===== src/rtl/sum_sequence_matcher_if.sv =====
// Player-sum bus between the game controller/adder side (master) and the
// sum_sequence_matcher (slave).
//   Clear, Target_Load, Target_Data, Start, Valid, S : master -> slave
//   Allow, Step, Timer, Match, Win, Lose, Timeout    : slave -> master
interface sum_sequence_matcher_if #(
  parameter int unsigned TW = 4
);
  logic          Clear;
  logic          Target_Load;
  logic [3:0]    Target_Data;
  logic          Start;
  logic          Valid;
  logic [3:0]    S;
  logic          Allow;
  logic [2:0]    Step;
  logic [TW-1:0] Timer;
  logic          Match;
  logic          Win;
  logic          Lose;
  logic          Timeout;

  modport master (
    output Clear, Target_Load, Target_Data, Start, Valid, S,
    input  Allow, Step, Timer, Match, Win, Lose, Timeout
  );

  modport slave (
    input  Clear, Target_Load, Target_Data, Start, Valid, S,
    output Allow, Step, Timer, Match, Win, Lose, Timeout
  );
endinterface


===== src/rtl/sum_sequence_matcher.sv =====
// Consumer end of the player-sum path: holds a target sequence of 4-bit sums,
// enables the adder (Allow) while a round is running, checks each confirmed
// sum against the next target entry and enforces a per-step time limit.
// Ports:
//   Clk   : system clock, rising edge
//   Reset : asynchronous, active-high reset
//   bus   : sum_sequence_matcher_if slave (load/start/valid/S in; status out)
module sum_sequence_matcher #(
  parameter int unsigned SEQ_LEN = 4,
  parameter int unsigned TIMEOUT = 15,
  parameter int unsigned TW      = 4
) (
  input logic                  Clk,
  input logic                  Reset,
  sum_sequence_matcher_if.slave bus
);

  localparam int unsigned PW = (SEQ_LEN > 1) ? $clog2(SEQ_LEN) : 1;
  localparam int unsigned CW = $clog2(SEQ_LEN + 1);
  localparam logic [TW-1:0] TimerInit = TW'(TIMEOUT);

  typedef enum logic [1:0] {StIdle, StWait, StWin, StLose} state_e;

  state_e        state_q, state_d;
  logic [3:0]    mem_q [SEQ_LEN];
  logic          mem_we;
  logic [PW-1:0] wr_ptr_q, wr_ptr_d;
  logic [CW-1:0] cnt_q, cnt_d;
  logic [2:0]    step_q, step_d;
  logic [TW-1:0] timer_q, timer_d;
  logic          allow_q, allow_d;
  logic          match_q, match_d;
  logic          win_q, win_d;
  logic          lose_q, lose_d;
  logic          timeout_q, timeout_d;

  always_comb begin
    state_d   = state_q;
    mem_we    = 1'b0;
    wr_ptr_d  = wr_ptr_q;
    cnt_d     = cnt_q;
    step_d    = step_q;
    timer_d   = timer_q;
    allow_d   = allow_q;
    match_d   = 1'b0;
    win_d     = win_q;
    lose_d    = lose_q;
    timeout_d = timeout_q;

    if (bus.Clear) begin
      // Discarding the sequence only needs the count cleared; slots are rewritten on reload.
      state_d   = StIdle;
      wr_ptr_d  = '0;
      cnt_d     = '0;
      step_d    = '0;
      timer_d   = '0;
      allow_d   = 1'b0;
      win_d     = 1'b0;
      lose_d    = 1'b0;
      timeout_d = 1'b0;
    end else begin
      unique case (state_q)
        StIdle: begin
          if (bus.Target_Load) begin
            mem_we   = 1'b1;
            wr_ptr_d = (wr_ptr_q == PW'(SEQ_LEN - 1)) ? '0 : wr_ptr_q + PW'(1);
            if (cnt_q != CW'(SEQ_LEN)) cnt_d = cnt_q + CW'(1);
          end
          // Start sees the count before any same-cycle load.
          if (bus.Start && cnt_q == CW'(SEQ_LEN)) begin
            state_d   = StWait;
            step_d    = '0;
            timer_d   = TimerInit;
            allow_d   = 1'b1;
            win_d     = 1'b0;
            lose_d    = 1'b0;
            timeout_d = 1'b0;
          end
        end
        StWait: begin
          // Valid wins over expiry, so an entry in the final cycle still counts.
          if (bus.Valid) begin
            if (bus.S == mem_q[step_q[PW-1:0]]) begin
              match_d = 1'b1;
              timer_d = TimerInit;
              if (step_q == 3'(SEQ_LEN - 1)) begin
                state_d = StWin;
                allow_d = 1'b0;
                win_d   = 1'b1;
              end else begin
                step_d = step_q + 3'd1;
              end
            end else begin
              state_d   = StLose;
              allow_d   = 1'b0;
              lose_d    = 1'b1;
              timeout_d = 1'b0;
            end
          end else if (timer_q == '0) begin
            state_d   = StLose;
            allow_d   = 1'b0;
            lose_d    = 1'b1;
            timeout_d = 1'b1;
          end else begin
            timer_d = timer_q - TW'(1);
          end
        end
        StWin, StLose: begin
          // Only reachable with a full sequence, so no count check is needed.
          if (bus.Start) begin
            state_d   = StWait;
            step_d    = '0;
            timer_d   = TimerInit;
            allow_d   = 1'b1;
            win_d     = 1'b0;
            lose_d    = 1'b0;
            timeout_d = 1'b0;
          end
        end
        default: state_d = StIdle;
      endcase
    end
  end

  always_ff @(posedge Clk or posedge Reset) begin
    if (Reset) begin
      state_q   <= StIdle;
      wr_ptr_q  <= '0;
      cnt_q     <= '0;
      step_q    <= '0;
      timer_q   <= '0;
      allow_q   <= 1'b0;
      match_q   <= 1'b0;
      win_q     <= 1'b0;
      lose_q    <= 1'b0;
      timeout_q <= 1'b0;
    end else begin
      state_q   <= state_d;
      wr_ptr_q  <= wr_ptr_d;
      cnt_q     <= cnt_d;
      step_q    <= step_d;
      timer_q   <= timer_d;
      allow_q   <= allow_d;
      match_q   <= match_d;
      win_q     <= win_d;
      lose_q    <= lose_d;
      timeout_q <= timeout_d;
    end
  end

  // Target storage needs no reset: validity is tracked by cnt_q.
  always_ff @(posedge Clk) begin
    if (mem_we) mem_q[wr_ptr_q] <= bus.Target_Data;
  end

  assign bus.Allow   = allow_q;
  assign bus.Step    = step_q;
  assign bus.Timer   = timer_q;
  assign bus.Match   = match_q;
  assign bus.Win     = win_q;
  assign bus.Lose    = lose_q;
  assign bus.Timeout = timeout_q;

endmodule


===== src/flat_wrapper.sv =====
// flat-port wrapper written by rule: the top's interface ports become plain ports
module sum_sequence_matcher_flat 
#(
  parameter int unsigned SEQ_LEN = 4,
  parameter int unsigned TIMEOUT = 15,
  parameter int unsigned TW      = 4
)
  (Clk, Reset, bus_Clear, bus_Target_Load, bus_Target_Data, bus_Start, bus_Valid, bus_S, bus_Allow, bus_Step, bus_Timer, bus_Match, bus_Win, bus_Lose, bus_Timeout);
  sum_sequence_matcher_if #(.TW(TW)) bus_i ();
  input logic Clk;
  input logic Reset;
  input wire logic [$bits(bus_i.Clear)-1:0] bus_Clear;
  input wire logic [$bits(bus_i.Target_Load)-1:0] bus_Target_Load;
  input wire logic [$bits(bus_i.Target_Data)-1:0] bus_Target_Data;
  input wire logic [$bits(bus_i.Start)-1:0] bus_Start;
  input wire logic [$bits(bus_i.Valid)-1:0] bus_Valid;
  input wire logic [$bits(bus_i.S)-1:0] bus_S;
  output wire logic [$bits(bus_i.Allow)-1:0] bus_Allow;
  output wire logic [$bits(bus_i.Step)-1:0] bus_Step;
  output wire logic [$bits(bus_i.Timer)-1:0] bus_Timer;
  output wire logic [$bits(bus_i.Match)-1:0] bus_Match;
  output wire logic [$bits(bus_i.Win)-1:0] bus_Win;
  output wire logic [$bits(bus_i.Lose)-1:0] bus_Lose;
  output wire logic [$bits(bus_i.Timeout)-1:0] bus_Timeout;
  assign bus_i.Clear = bus_Clear;
  assign bus_i.Target_Load = bus_Target_Load;
  assign bus_i.Target_Data = bus_Target_Data;
  assign bus_i.Start = bus_Start;
  assign bus_i.Valid = bus_Valid;
  assign bus_i.S = bus_S;
  assign bus_Allow = bus_i.Allow;
  assign bus_Step = bus_i.Step;
  assign bus_Timer = bus_i.Timer;
  assign bus_Match = bus_i.Match;
  assign bus_Win = bus_i.Win;
  assign bus_Lose = bus_i.Lose;
  assign bus_Timeout = bus_i.Timeout;
  sum_sequence_matcher #(.SEQ_LEN(SEQ_LEN), .TIMEOUT(TIMEOUT), .TW(TW)) u_core (.Clk(Clk), .Reset(Reset), .bus(bus_i));
endmodule

===== config.mk =====
export PLATFORM = sky130hd
export DESIGN_NAME = sum_sequence_matcher_flat
export DESIGN_NICKNAME = d
export VERILOG_FILES = /design/src/rtl/sum_sequence_matcher_if.sv /design/src/rtl/sum_sequence_matcher.sv /design/src/flat_wrapper.sv
export SDC_FILE = /design/constraint.sdc
export NUM_CORES = 1
export LEC_CHECK = 0
export ABC_AREA = 1
export CORE_MARGIN = 3
export CORE_UTILIZATION = 36
export CTS_CLUSTER_DIAMETER = 100
export DETAILED_ROUTE_END_ITERATION = 6
export GPL_TIMING_DRIVEN = 0
export HOLD_SLACK_MARGIN = 0.06
export PLACE_DENSITY = 0.62
export REMOVE_ABC_BUFFERS = 1
export SETUP_SLACK_MARGIN = 0.5
export SYNTH_ARGS = -nofsm -noshare
export SYNTH_HDL_FRONTEND = slang
export SYNTH_SLANG_ARGS = --single-unit

===== constraint.sdc =====
create_clock -name Clk -period 4.8 [get_ports Clk]
set_clock_uncertainty 0.2 [all_clocks]
set_input_delay 0.48 -clock Clk [delete_from_list [all_inputs] [get_ports Clk]]
set_output_delay 0.48 -clock Clk [all_outputs]
set_load 0.02 [all_outputs]

==> results of run 1 <==
sequential cells by signal, indices dropped and copies added (netlist names):
name / flops
u_core.bus.Allow: 1
u_core.bus.Lose: 1
u_core.bus.Match: 1
u_core.bus.Step: 3
u_core.bus.Timeout: 1
u_core.bus.Timer: 4
u_core.bus.Win: 1
u_core.cnt_q: 3
u_core.mem_q: 16
u_core.state_q: 2
u_core.wr_ptr_q: 2
layout by cell type, fill, tap and decap left out, types with 2 or more instances in the layout:
master	instances
inv_2	4
clkbuf_1	2
nand2_4	2
nand4_1	5
nand3_2	5
nand3_1	15
nor2_1	16
nor2_4	3
edfxtp_1	16
nor3_1	3
ha_1	9
o21ai_1	4
nand2_1	60
nand2_2	3
clkbuf_8	5
a21oi_1	4
nand3b_1	3
clkdlybuf4s50_1	25
dfrtp_1	19
o21ai_0	2
inv_1	29
per-layer routing:
layer | share of wire (%) | track usage [%] | vias up
li1 | - | - | 757
met1 | 47 | 16.6 | 665
met2 | 49 | 20.8 | 22
met3 | 3.5 | 3.51 | 4
met4 | 0.95 | 5.33 | 0
met5 | 0 | 0 | -
metrics by stage:
stage               cell area, sq um  setup WS (ps)  power (mW)
floorplan                       1920           2870       0.803
global placement                2260           2160       0.950
detailed placement              2260           2160       0.966
CTS                             2340           2460        1.17
global route                    2340           2250        1.26
finish                          2340           2420        1.15
worst reg2reg max path, cell delays in order (launching register included):
cell,delay [ps]
dfrtp_1,590
inv_1,220
nand2_1,110
nand3_1,100
nand3b_1,100
nand2_1,80
nor2_4,170
nand2_4,90
nand2_4,90
nand3_2,90
nand2_1,80
nand2_1,50
kinds of logic after synthesis:
kind of cell | share of synthesized area, %
XOR/XNOR | 0.907
flip-flops | 49.5
adder cells (fa/ha/maj) | 5.83
AO/OA/AOI/OAI | 4.80
AND/OR/NAND/NOR | 31.7
buffers and inverters | 7.26
worst max-delay path by stage:
stage                                     end  cells after the start  slack [ps]
final                       u_core.state_q[1]                      8        2420
after global routing      u_core.bus.Timer[1]                     10        2250
after CTS                 u_core.bus.Timer[0]                     10        2460
after detailed placement  u_core.bus.Timer[3]                     10        2160
after global placement      u_core.state_q[1]                      8        2160
after floorplan            u_core.bus.Step[0]                     11        2870
area by class of cell:
class / count / share of cell area [%]
sequential: 35 / 40.9
inverter: 34 / 5.46
tap: 70 / 3.75
timing repair buffer: 25 / 10.7
clock inverter: 1 / 0.214
clock buffer: 7 / 3.27
multi-input combinational: 146 / 35.7
power by group:
group	switching, mW	total, mW	internal, mW
clock	0.0975	0.199	0.102
combinational	0.317	0.523	0.206
sequential	0.0600	0.432	0.372
total	0.474	1.15	0.680
==> results.txt, run 1 <==
----------------------------------------------------
[Logic synthesis]
  Average instance area after synthesis ... just under 9 sq um
  Top post-synthesis cells by count ... 60 x nand2_1, 29 x inv_1, 19 x dfrtp_1
  Count of mapped cells out of synthesis ... 217
  Leading register cell type out of synthesis ... dfrtp_1
  Cells taking the most area after synthesis ... edfxtp_1 25%, dfrtp_1 25%, nand2_1 12%
  Mapped cell area ... just under 0.002 sq mm
  Synth top area share ... around a quarter
  Biggest area consumer among synthesized cells ... edfxtp_1
  Yosys cell types ... 33
  Sequential area share after synthesis ... 49.5%
  Post-synthesis sequential element count ... 35
  Dominant cell by count in the synthesized netlist ... nand2_1
  EDFF count, synth ... 16
  Warning count from the yosys run ... 0
  Share of flip-flops with an asynchronous set or reset after synthesis ... 54.3%

[Final layout]
  Finished Layout Cells ... 318
  Final core utilization ... 45.5%
  Flip-flop and latch area ... approximately 960 sq um
  Area Overhead vs Synth ... 21.1%
  Number of filler cells placed in the layout ... around 530
  Nets ... 270
  Antenna cell count ... 0
  Area of the multi-input gates ... 835 sq um
  Fraction of final layout cells sized beyond drive strength 1 ... 11.3%

[Floorplan]
  Starting utilization of the core area ... between 30% and 40%
  Area of the die ... 0.00628 sq mm
  Placement Rows ... 26
  Die Span X ... around 80 microns
  Die height ... 79.2 microns
  Core ar. ... 0.00514 sq mm
  Io pins ... 26

[Power and ir drop]
  Power Density ... 494 mW/mm^2
  Standby leakage power ... 1.07 nW
  Max VDD drop ... 183 uV

[Timing]
  Final setup violation count ... 0
  Final worst-path cycle share ... 49.7%
  Final Hold Violating Endpoints ... 0
  Final sum of negative setup slack ... 0 ps
  Tightest slew margin relative to the limit ... 50.7%
  Slew at the pin closest to its max-slew limit ... roughly 740 ps
  Worst-case hold slack ... between 200 and 300 ps
  Fmax ... between 400 and 500 MHz
  RSZ-0062 raised after global routing ... false
  Clock period minus final worst setup slack ... around 2400 ps
  Max-slew violation count ... 0

[GRT]
  Number of antenna violations at the first check in global routing ... 0
  Largest net degree at the start of global routing ... 20
  Wire length of the first global-routing pass ... 6.32 mm
  Vias in the first global route ... 1416
  GRT Total Usage ... between 10% and 20%
  Leftover overflow at the end of global routing ... 0

[Min path]
  Hold Path Class ... flip-flop to flip-flop
  Hold Startpoint ... u_core.bus.Timeout
  WHS Path Cells ... 2
  Endpoint of the worst hold path ... u_core.bus.Timeout

[Critical path]
  Critical Path Max Stage Delay ... 900 ps
  Critical setup path kind ... input port to flip-flop
  CP Buf/Inv Count ... 3
  Worst EP arrival ... 2340 ps
  Slowest library cell on the worst path ... clkdlybuf4s50_1
  Critical Path Start ... bus_Clear
  Reg-to-Reg End ... u_core.bus.Step[1]
  Sort of element at the end of the critical path ... flip-flop
  Startpoint Class ... input port
  R2r worst-path depth ... 11
  Crit-path most repeated cell ... inv_2
  Reg-to-Reg Start ... u_core.bus.Step[0]
  Crit path cell chain ... clkdlybuf4s50_1 > inv_2 > o211ai_2 > inv_2 > nor2_4 > nand2_1 > nor2_1 > a21oi_1
  Largest fanout on the critical path ... 13
  Reg-to-reg slack, setup ... approximately 2700 ps
  Delay-heaviest family, CP ... buffers and inverters
  Data required time of the critical path ... 4750 ps

[CTS]
  Clock-pin slew on the worst setup and hold paths ... about 70 ps
  CTS sink count ... 35
  CTS hold repair buffers ... 0
  Clk_lat worst skew ... about 280 ps
  CTS Root Buffer Type ... clkbuf_8
  Post-CTS Setup Bufs ... 0
  Max clock buf depth ... 2
  Number of CTS-inserted buffers ... 5
  # resized after CTS ... 0
  Clock tree from TritonCTS ... yes
  H-tree depth ... 2

[Detailed routing]
  Antenna Violating Nets Remaining ... 0
  Initial detailed-routing violation count ... 56
  Routed wire length per instance ... 11.3 microns
  DR DRC count ... 0
  Via/cell ratio ... around 4.6
  Vias post-DR ... 1448
  DRT Wirelength ... 3.58 mm
  TritonRoute pass-1 iters ... 4

[Place]
  Number of port buffers ... 25
  Placed Cells incl. Taps ... just over 300
  HPWL Detailed ... 2.74 mm
  Placer's final routability congestion estimate ... 0.812

[Run status]
  Result of the run ... completed

[Run]
  Number of maximum-capacitance violations ... 0

----------------------------------------------------
Note: power is estimated with default switching activity, not from simulation.
==> run 2, diff against run 1 <==
==> constraint.sdc (replaced) <==
create_clock -name Clk -period 2.36 [get_ports Clk]
set_clock_uncertainty 0.2 [all_clocks]
set_input_delay 0.236 -clock Clk [delete_from_list [all_inputs] [get_ports Clk]]
set_output_delay 0.236 -clock Clk [all_outputs]
set_load 0.02 [all_outputs]
==> run 2 against run 1 <==
Largest power group unchanged; critical endpoint is now u_core.bus.Win; core utilization is 4.7 points higher; count of clock-buffer cells in the layout stayed put; highest routed layer unchanged; total power is 130% higher; clock power is 110% higher; critical path depth is 3 higher; sequential power is 100% higher; worst hold slack worse by 110 ps.
==> results.txt, run 2 (synthesized netlist as in run 1, its figures left out) <==
----------------------------------------------------
[Critical path]
  Startpoint Class ... flip-flop
  Capturing element of the worst setup path ... u_core.bus.Win
  Worst EP arrival ... 1870 ps (-470 ps)
  Reg-to-Reg End ... u_core.bus.Win
  Critical setup path kind ... flip-flop to flip-flop
  Reg-to-reg slack, setup ... 510 ps (-2210 ps)
  Reg-to-Reg Start ... u_core.bus.Step[0]
  Data required time of the critical path ... 2380 ps (-2370 ps)
  Largest fanout on the critical path ... 6 (-7)
  R2r worst-path depth ... 11 (unchanged)
  Critical Path Start ... u_core.bus.Step[0]
  Sort of element at the end of the critical path ... flip-flop

[Detailed routing]
  Via/cell ratio ... 4.50 (-1.1%)
  Routed wire length per instance ... 11.6 microns (+3.2%)
  Vias post-DR ... 1499 (+3.5%)
  DRT Wirelength ... 3.87 mm (+8.0%)
  TritonRoute pass-1 iters ... 4 (unchanged)
  DR DRC count ... 0 (unchanged)
  Antenna Violating Nets Remaining ... 0 (unchanged)
  Initial detailed-routing violation count ... 39 (-30%)

[Timing]
  Final setup violation count ... 0 (unchanged)
  Worst-case hold slack ... 172 ps (-108 ps)
  Final Hold Violating Endpoints ... 0 (unchanged)
  RSZ-0062 raised after global routing ... true
  Tightest slew margin relative to the limit ... 51.0% (+0.32 points)
  Final worst-path cycle share ... 78.5%
  Clock period minus final worst setup slack ... 1850 ps
  Max-slew violation count ... 0 (unchanged)
  Fmax ... 540 MHz
  Slew at the pin closest to its max-slew limit ... 735 ps (-4.73 ps)

[GRT]
  Vias in the first global route ... 1428 (+0.85%)
  Number of antenna violations at the first check in global routing ... 0 (unchanged)
  Leftover overflow at the end of global routing ... 0 (unchanged)
  Wire length of the first global-routing pass ... 6.41 mm (+1.4%)
  M1 GR Usage ... 17.0% (+0.43 points)
  Top Usage Layer GRT ... met2
  GRT Total Usage ... 13.3% (+0.29 points)
  Met2 usage ... 21.3% (+0.51 points)
  Largest net degree at the start of global routing ... 20 (unchanged)
  Global routing usage on met3 ... 3.51% (unchanged)

[Final layout]
  Antenna cell count ... 0 (unchanged)
  Top register by number of flip-flops ... u_core.mem_q
  Post-route cell area ... 0.00258 sq mm (+10%)
  Fraction of final layout cells sized beyond drive strength 1 ... 27.4% (+16 points)
  Final core utilization ... 50.2% (+4.7 points)
  Area Overhead vs Synth ... 33.6%
  Most common cell after layout, fill and taps aside ... nand2_1
  Top library cells by usage in the layout, fill and taps aside ... 51 x nand2_1, 27 x inv_1, 22 x clkdlybuf4s50_1
  Nets ... 285 (+5.6%)
  Finished Layout Cells ... 333 (+4.7%)
  Max FFs per register ... 16 (unchanged)

[Floorplan]
  Placement Rows ... 26 (unchanged)
  Area of the die ... 0.00628 sq mm (unchanged)
  Core ar. ... 0.00514 sq mm (unchanged)
  Die Span X ... 79.2 microns (unchanged)
  Io pins ... 26 (unchanged)
  Die height ... 79.2 microns (unchanged)
  Starting utilization of the core area ... 37.6% (unchanged)

[Place]
  HPWL Detailed ... 2.74 mm (unchanged)
  Post-detailed-placement cell area ... 0.00226 sq mm (unchanged)
  Placed Cells incl. Taps ... 310 (unchanged)
  Number of port buffers ... 25 (unchanged)
  Placer's final routability congestion estimate ... 0.812 (unchanged)

[Power and ir drop]
  Max VDD drop ... 386 uV (+110%)
  Total power of the final layout ... 2.62 mW (+130%)
  Power Density ... 1020 mW/mm^2 (+110%)
  Standby leakage power ... 1.19 nW (+10%)

[CTS]
  Number of CTS-inserted buffers ... 5 (unchanged)
  Clock tree from TritonCTS ... yes
  CTS Root Buffer Type ... clkbuf_8
  CTS hold repair buffers ... 0 (unchanged)
  Clk_lat worst skew ... 290 ps (about the same)
  H-tree depth ... 2 (unchanged)
  Max clock buf depth ... 2 (unchanged)
  Clock-pin slew on the worst setup and hold paths ... 70 ps (about the same)
  CTS sink count ... 35 (unchanged)

[Run]
  Number of maximum-capacitance violations ... 0 (unchanged)

[Min path]
  Hold Path Class ... input port to asynchronous set/reset pin

[Run status]
  Result of the run ... completed

----------------------------------------------------
==> run 2: cell types whose count changed in the layout (fill, tap and decap cells not counted), sizes merged <==
cell	previous run	this run
buf	0	15
clkdlybuf4s50	25	22
dlymetal6s2s	0	1
dlygate4sd2	0	2
==> run 2: worst min path at each step <==
| stage | start | to | cells past startpoint |
|---|---|---|---|
| after CTS | Reset | u_core.bus.Step[1] | 2 |
| after floorplan | Reset | u_core.bus.Allow | 1 |
| after global placement | u_core.bus.Lose | u_core.bus.Lose | 2 |
| final | Reset | u_core.bus.Timer[2] | 2 |
| after global routing | Reset | u_core.cnt_q[0] | 2 |
| after detailed placement | u_core.bus.Timeout | u_core.bus.Timeout | 2 |
==> run 2: report_power, final <==
part	internal (mW)	switching, mW
sequential	0.760	0.114
clock	0.207	0.205
combinational	0.576	0.761
total	1.54	1.08
==> run 2: metal layers <==
layer / part of all wire (%) / wire length (microns)
met1: 46 / 1790
met2: 48 / 1870
met3: 3.2 / 122
met4: 2.1 / 82
met5: 0 / 0
==> run 2: stage by stage <==
step           setup TNS (ps)  worst slack, ps
6_report                    0              508
5_1_grt                     0              400
4_1_cts                     0              484
3_5_place_dp             -146            -35.7
3_3_place_gp             -106            -37.3
2_1_floorplan               0              428
==> run 2: cell type report <==
cell class | instances | area (sq um)
Timing Repair Buffer | 40 | 370
Multi-Input combinational cell | 146 | 951
Tap cell | 70 | 87.6
Sequential cell | 35 | 958
Inverter | 34 | 130
Clock inverter | 1 | 5.00
Clock buffer | 7 | 76.3
Fill cell | 503 | 2560
==> run 2: critical path: stages (launching register included) <==
cell and delay (ps):
dfrtp_2 470, buf_4 160, nand2_1 80, nand3_2 90
nand3b_1 80, nand2_1 80, nor2_4 150, nand2_4 90
nand2_4 110, buf_4 110, nand3_2 50, a21oi_2 110
==> run 2: what timing repair did <==
action / 4_1_cts / 5_1_grt
setup endpoints to repair: 32 / 29
setup buffers: 4 / 11
resized for setup: 6 / 36
endpoints found under the hold margin: 0 / 0
pin swaps: 2 / 13
